### config.mk
export PLATFORM = sky130hd
export DESIGN_NAME = cfg_rst_sequencer_flat
export DESIGN_NICKNAME = d
export VERILOG_FILES = /design/src/rtl/cfg_rst_sequencer_pkg.sv /design/src/rtl/cfg_rst_sequencer_if.sv /design/src/rtl/cfg_rst_sequencer_prio_enc.sv /design/src/rtl/cfg_rst_sequencer.sv /design/src/flat_wrapper.sv
export SDC_FILE = /design/constraint.sdc
export NUM_CORES = 1
export LEC_CHECK = 0
export CAP_MARGIN = 0
export CORE_MARGIN = 2
export CORE_UTILIZATION = 56
export DETAILED_ROUTE_END_ITERATION = 7
export PLACE_DENSITY = 0.79
export SETUP_SLACK_MARGIN = 0.15
export SLEW_MARGIN = 20
export SYNTH_ARGS = -nofsm -noshare
export SYNTH_HDL_FRONTEND = slang
export SYNTH_SLANG_ARGS = --single-unit
### constraint.sdc
create_clock -name clk -period 4.22 [get_ports clk]
set_input_delay 1.055 -clock clk [delete_from_list [all_inputs] [get_ports clk]]
set_output_delay 1.055 -clock clk [all_outputs]
set_load 0.03 [all_outputs]
### src/rtl/cfg_rst_sequencer_pkg.sv
// Shared types, default parameters and helpers for the config-block reset
// sequencer.
//   state_t    : sequencer FSM states
//   *_DEF      : default parameter values
//   lowest_set : index of the lowest set bit of a MAX_RST-wide vector
package cfg_rst_pkg;

  typedef enum logic [2:0] {
    IDLE,
    ASSERT,
    HOLD,
    RELEASE,
    GAP
  } state_t;

  localparam int unsigned N_RST_DEF       = 3;
  localparam int unsigned HOLD_CYCLES_DEF = 16;
  localparam int unsigned GAP_CYCLES_DEF  = 4;
  localparam int unsigned CNT_W_DEF       = 8;
  localparam int unsigned MAX_RST         = 8;
  localparam int unsigned IDX_W           = 3;

  // Returns 0 for an all-zero vector; callers qualify with an any-set flag.
  function automatic logic [IDX_W-1:0] lowest_set(input logic [MAX_RST-1:0] vec);
    logic [IDX_W-1:0] idx;
    logic             found;
    idx   = '0;
    found = 1'b0;
    for (int unsigned i = 0; i < MAX_RST; i++) begin
      if (vec[i] && !found) begin
        idx   = IDX_W'(i);
        found = 1'b1;
      end
    end
    return idx;
  endfunction

endpackage

### src/rtl/cfg_rst_sequencer_if.sv
// Request/response channel between the configuration master and the reset
// sequencer.
//   req_vld  : request valid (master -> slave)
//   req_mask : domains to reset, bit i = domain i (master -> slave)
//   req_rdy  : request accepted when req_vld & req_rdy at a rising edge
//   busy     : sequence in progress
//   done     : one-cycle pulse with the final release of a sequence
//   err      : one-cycle pulse after a zero-mask request is rejected
interface cfg_rst_sequencer_if
  import cfg_rst_pkg::*;
#(
  parameter int unsigned N_RST = N_RST_DEF
);

  logic             req_vld;
  logic [N_RST-1:0] req_mask;
  logic             req_rdy;
  logic             busy;
  logic             done;
  logic             err;

  modport master (
    output req_vld,
    output req_mask,
    input  req_rdy,
    input  busy,
    input  done,
    input  err
  );

  modport slave (
    input  req_vld,
    input  req_mask,
    output req_rdy,
    output busy,
    output done,
    output err
  );

endinterface

### src/rtl/cfg_rst_sequencer_prio_enc.sv
// Combinational lowest-set-bit encoder.
//   vec : input vector
//   idx : index of the lowest set bit (0 when vec is zero)
//   any : vec has at least one bit set
module rst_prio_enc
  import cfg_rst_pkg::*;
#(
  parameter int unsigned N_RST = N_RST_DEF
) (
  input  logic [N_RST-1:0] vec,
  output logic [IDX_W-1:0] idx,
  output logic             any
);

  logic [MAX_RST-1:0] ext;

  always_comb begin
    ext            = '0;
    ext[N_RST-1:0] = vec;
    idx            = lowest_set(ext);
    any            = |vec;
  end

endmodule

### src/rtl/cfg_rst_sequencer.sv
// Reset sequencer for the core/EPE domains. Accepts a per-domain reset mask
// from the config master, drives the selected active-low resets, holds them
// for HOLD_CYCLES, then releases them one at a time in ascending index order
// with GAP_CYCLES between releases. Leaving block reset runs a full-mask
// release without a handshake.
//   clk     : clock
//   rst     : synchronous active-high block reset
//   bus     : request channel (slave side)
//   rst_out : domain resets, active-low
module cfg_rst_sequencer
  import cfg_rst_pkg::*;
#(
  parameter int unsigned N_RST       = N_RST_DEF,
  parameter int unsigned HOLD_CYCLES = HOLD_CYCLES_DEF,
  parameter int unsigned GAP_CYCLES  = GAP_CYCLES_DEF,
  parameter int unsigned CNT_W       = CNT_W_DEF
) (
  input  logic                clk,
  input  logic                rst,
  cfg_rst_sequencer_if.slave  bus,
  output logic [N_RST-1:0]    rst_out
);

  localparam logic [CNT_W-1:0] HOLD_LAST = CNT_W'(HOLD_CYCLES - 1);
  localparam logic [CNT_W-1:0] GAP_LAST  = (GAP_CYCLES > 0) ? CNT_W'(GAP_CYCLES - 1) : '0;

  state_t             state, state_n;
  logic [N_RST-1:0]   pend, pend_n;
  logic [CNT_W-1:0]   cnt, cnt_n;
  logic [N_RST-1:0]   rst_out_n;
  logic [N_RST-1:0]   sel;
  logic [N_RST-1:0]   remaining;
  logic [IDX_W-1:0]   idx;
  logic               any_pend;
  logic               done_n;
  logic               err_n;
  logic               err_pend;

  rst_prio_enc #(
    .N_RST (N_RST)
  ) u_enc (
    .vec (pend),
    .idx (idx),
    .any (any_pend)
  );

  always_comb begin
    sel = '0;
    for (int unsigned i = 0; i < N_RST; i++) begin
      sel[i] = (idx == IDX_W'(i));
    end
    remaining = pend & ~sel;
  end

  always_comb begin
    state_n   = state;
    pend_n    = pend;
    cnt_n     = cnt;
    rst_out_n = rst_out;
    done_n    = 1'b0;
    err_n     = 1'b0;
    case (state)
      IDLE: begin
        if (bus.req_vld && bus.req_rdy) begin
          if (|bus.req_mask) begin
            pend_n  = bus.req_mask;
            state_n = ASSERT;
          end else begin
            err_n = 1'b1;
          end
        end
      end
      ASSERT: begin
        rst_out_n = rst_out & ~pend;
        cnt_n     = '0;
        state_n   = HOLD;
      end
      HOLD: begin
        if (cnt == HOLD_LAST) begin
          cnt_n   = '0;
          state_n = RELEASE;
        end else begin
          cnt_n = cnt + 1'b1;
        end
      end
      RELEASE: begin
        if (any_pend) begin
          rst_out_n = rst_out | sel;
          pend_n    = remaining;
        end
        if (any_pend && (|remaining)) begin
          cnt_n   = '0;
          state_n = (GAP_CYCLES > 0) ? GAP : RELEASE;
        end else begin
          done_n  = 1'b1;
          state_n = IDLE;
        end
      end
      GAP: begin
        if (cnt == GAP_LAST) begin
          cnt_n   = '0;
          state_n = RELEASE;
        end else begin
          cnt_n = cnt + 1'b1;
        end
      end
      default: state_n = IDLE;
    endcase
  end

  // req_rdy rises one edge after the sequence returns to IDLE and drops on
  // the accepting edge, so a held request cannot be taken twice.
  // err is delayed one stage so it lands on the edge after the handshake.
  always_ff @(posedge clk) begin
    if (rst) begin
      state       <= HOLD;
      pend        <= '1;
      cnt         <= '0;
      rst_out     <= '0;
      err_pend    <= 1'b0;
      bus.busy    <= 1'b1;
      bus.req_rdy <= 1'b0;
      bus.done    <= 1'b0;
      bus.err     <= 1'b0;
    end else begin
      state       <= state_n;
      pend        <= pend_n;
      cnt         <= cnt_n;
      rst_out     <= rst_out_n;
      err_pend    <= err_n;
      bus.busy    <= (state_n != IDLE);
      bus.req_rdy <= (state == IDLE) && (state_n == IDLE);
      bus.done    <= done_n;
      bus.err     <= err_pend;
    end
  end

endmodule

### src/flat_wrapper.sv
// flat-port wrapper written by rule: the top's interface ports become plain ports
module cfg_rst_sequencer_flat import cfg_rst_pkg::*;
#(
  parameter int unsigned N_RST       = N_RST_DEF,
  parameter int unsigned HOLD_CYCLES = HOLD_CYCLES_DEF,
  parameter int unsigned GAP_CYCLES  = GAP_CYCLES_DEF,
  parameter int unsigned CNT_W       = CNT_W_DEF
)
  (clk, rst, rst_out, bus_req_vld, bus_req_mask, bus_req_rdy, bus_busy, bus_done, bus_err);
  cfg_rst_sequencer_if #(.N_RST(N_RST)) bus_i ();
  input  logic clk;
  input  logic rst;
  output logic [N_RST-1:0] rst_out;
  input wire logic [$bits(bus_i.req_vld)-1:0] bus_req_vld;
  input wire logic [$bits(bus_i.req_mask)-1:0] bus_req_mask;
  output wire logic [$bits(bus_i.req_rdy)-1:0] bus_req_rdy;
  output wire logic [$bits(bus_i.busy)-1:0] bus_busy;
  output wire logic [$bits(bus_i.done)-1:0] bus_done;
  output wire logic [$bits(bus_i.err)-1:0] bus_err;
  assign bus_i.req_vld = bus_req_vld;
  assign bus_i.req_mask = bus_req_mask;
  assign bus_req_rdy = bus_i.req_rdy;
  assign bus_busy = bus_i.busy;
  assign bus_done = bus_i.done;
  assign bus_err = bus_i.err;
  cfg_rst_sequencer #(.N_RST(N_RST), .HOLD_CYCLES(HOLD_CYCLES), .GAP_CYCLES(GAP_CYCLES), .CNT_W(CNT_W)) u_core (.clk(clk), .rst(rst), .bus(bus_i), .rst_out(rst_out));
endmodule
==> flow_metrics.tcl <==
set metrics [dict create \
    pin_count 13 \
    fin_nets 130 \
    start_util_pct 58.39 \
    cts_max_path_buffers 2 \
    grt-ovfl-total 0 \
    synth_commonest_cells "dfxtp_1, a21oi_1, nor2_1" \
    synth_cells 110 \
    grt_max_degree 15 \
    place_area_um2 1130 \
    die_area_um2 2134 \
    cts_buffers 3 \
    cap_viol_max_count 0 \
    rsz0062_at_grt "false" \
    ctsResizeCount 0 \
    hpwl_mm 1.413 \
    crit_fanout 4 \
    cts.clk_slew.worst_paths_ns 0.11 \
    synth_area_leaders "dfxtp_1, a21oi_1, nor2_1" \
    mappedNetlistNets 117 \
    via_per_inst 5.986 \
    vdd_ir_drop_max_mv 0.2152 \
    slew_violations 0 \
    htree_levels 1 \
    design_area_um2 1152 \
    leakage_nw 0.3909 \
    async_flop_share_pct 0 \
    wl_per_cell_um 13.49 \
    syn_area_um2 997.2 \
    arrival_ns 1.37 \
    syn2layout_area_growth_pct 15.56 \
    cts_hold_buffers 0 \
    grt_use_total_pct 21.26 \
    ys_seq_area_share_pct 44.17 \
    row_count 15 \
    grt_pass1_vias 757 \
    setup_viol 0 \
    ys_ff_latch 22 \
    io_buffer_count 12 \
    synth_top_cell_by_area "dfxtp_1" \
    crit_path_end_kind "output pin" \
    tightest_slew_ns 0.8173 \
    dr.pass1.iters 4 \
    core_um2 1708 \
    period_minus_slack_ns 2.422 \
    routabilityCongestion 0.7593 \
    finalHoldViolations 0 \
    antenna_left 0 \
    holdCritPathClass "register to register" \
    synth-edff-count 0 \
    swShare_pct 21.95 \
    path_delay_family "buffers and inverters" \
    cts-root-buf "clkbuf_4" \
    grt_pass1_wl_mm 3.194 \
    skew_ns 0.001438 \
    status "completed" \
    crit_slowest_cell "clkdlybuf4s50_1" \
    p_seq_share_pct 65.8 \
    finalCritPeriodShare_pct 57.38 \
    yosysTopAreaCellShare_pct 44.17 \
    slowest_delay_ns 0.68 \
    ys.flop_type "dfxtp_1" \
    post-route-util_pct 67.47 \
    drc_errors 0 \
    dieHeight_um 46.20 \
    yosysMostFrequentCell "dfxtp_1" \
    cts_sinks 22 \
    worstPathRequired_ns 3.16 \
    p_int_uw 252.1 \
    critPathLaunchType "register" \
    drt_iter0_drc 26 \
    yosysWarningCount 0 \
    cts_tree "done" \
    power_frac_comb_pct 5.1 \
    antenna_cells 0 \
    path_cells "clkdlybuf4s50_1" \
    post_cts_buffers 0 \
    slew_headroom_pct 45.28 \
    wl_mm 1.970 \
    chipWidth_um 46.20 \
    fin_setup_tns_ns 0 \
    syn_avg_cell_area_um2 9.066 \
    p_sw_uw 70.87 \
    synth_cell_type_count 38 \
    pwr-share-clk_pct 29.1 \
    crit_type "register to output pin" \
    antenna_found_initial 0 \
    drive_gt1_share_pct 6.612 \
    clk_latency_ns 0.30 \
    p_per_area_nw_per_um2 280.2 \
    vias 874 \
    worst-path-buf-inv 1 \
    max_freq_ghz 0.4130 \
]
## placed cells by master (no fill, tap or decap), types with 2 or more instances in the layout
| cell | Yosys | final |
|---|---|---|
| a211oi_1 | 3 | 3 |
| a21oi_1 | 11 | 11 |
| a221o_1 | 2 | 2 |
| a31oi_1 | 2 | 2 |
| and3_1 | 2 | 2 |
| clkbuf_4 | 0 | 3 |
| clkdlybuf4s50_1 | 0 | 12 |
| dfxtp_1 | 22 | 22 |
| inv_1 | 2 | 2 |
| nand2_1 | 6 | 6 |
| nand3_1 | 4 | 4 |
| nand4_1 | 2 | 2 |
| nor2_1 | 8 | 8 |
| nor2b_1 | 2 | 2 |
| nor3_1 | 3 | 3 |
| nor3b_1 | 2 | 2 |
| o21ai_0 | 4 | 4 |
| o21ai_1 | 2 | 2 |
| o31ai_1 | 3 | 3 |
| or3_1 | 4 | 4 |
| or3b_2 | 2 | 2 |
| or4_1 | 4 | 4 |
## stage by stage
| stage | instances | hold slack (ns) | setup slack, ns | power [mW] |
|---|---|---|---|---|
| final | 146 | 0.4619 | 1.798 | 0.3229 |
| after global routing | 146 | 0.4823 | 1.731 | 0.3379 |
| after CTS | 146 | 0.4683 | 1.788 | 0.3249 |
| after detailed placement | 143 | 0.4429 | 1.616 | 0.2338 |
| after global placement | 143 | 0.4408 | 1.647 | 0.2327 |
| after floorplan | 110 | 0.4138 | 2.099 | 0.2257 |
## final timing paths
| kind | cells after the start | start | to | slack (ns) |
|---|---|---|---|---|
| worst max-delay path | 1 | u_core.bus.req_rdy | bus_req_rdy | 1.80 |
| worst min register to register | 1 | u_core.err_pend | u_core.bus.err | 0.46 |
| worst max register to register | 4 | u_core.state[1] | u_core.cnt[6] | 2.29 |
| worst min-delay path | 1 | u_core.err_pend | u_core.bus.err | 0.46 |
## layout make-up
class                      count  area, µm²
clock buffer                   3      22.52
inverter                       2      7.507
sequential                    22      440.4
multi-input combinational     82      530.5
tap                           25      31.28
fill                         141      555.5
timing repair buffer          12      120.1
## state kept, by name, indices dropped and copies added, names as in the netlist
register and count:
u_core.bus.busy 1, u_core.bus.done 1, u_core.pend 3, u_core.rst_out 3, u_core.cnt 8, u_core.state 3, u_core.bus.req_rdy 1, u_core.bus.err 1
u_core.err_pend 1
## power groups by stage
stage	combinational, mW	clock, mW	sequential [mW]
2_1_floorplan	0.00901	0	0.217
3_3_place_gp	0.0158	0	0.217
3_5_place_dp	0.0165	0	0.217
4_1_cts	0.0167	0.0957	0.213
5_1_grt	0.0186	0.106	0.213
6_report	0.0164	0.0939	0.213
## metal layers
metal	vias to the layer above	GRT usage (%)	routed length [µm]
met3	5	4.706	87
met2	24	33.06	906
met5	-	0	0
met4	0	10.86	38
li1	443	-	-
met1	402	27.34	937
## cells by family (layout without fill, tap and decap cells)
logic type,count (synthesis),after routing,synth area share (%)
multiplexers,1,1,1.004
adder cells (fa/ha/maj),2,2,2.258
flip-flops,22,22,44.17
buffers and inverters,6,17,2.634
AO/OA/AOI/OAI,36,36,25.35
XOR/XNOR,1,1,0.8785
AND/OR/NAND/NOR,42,42,23.71
Power figures use the tool's default switching activity.
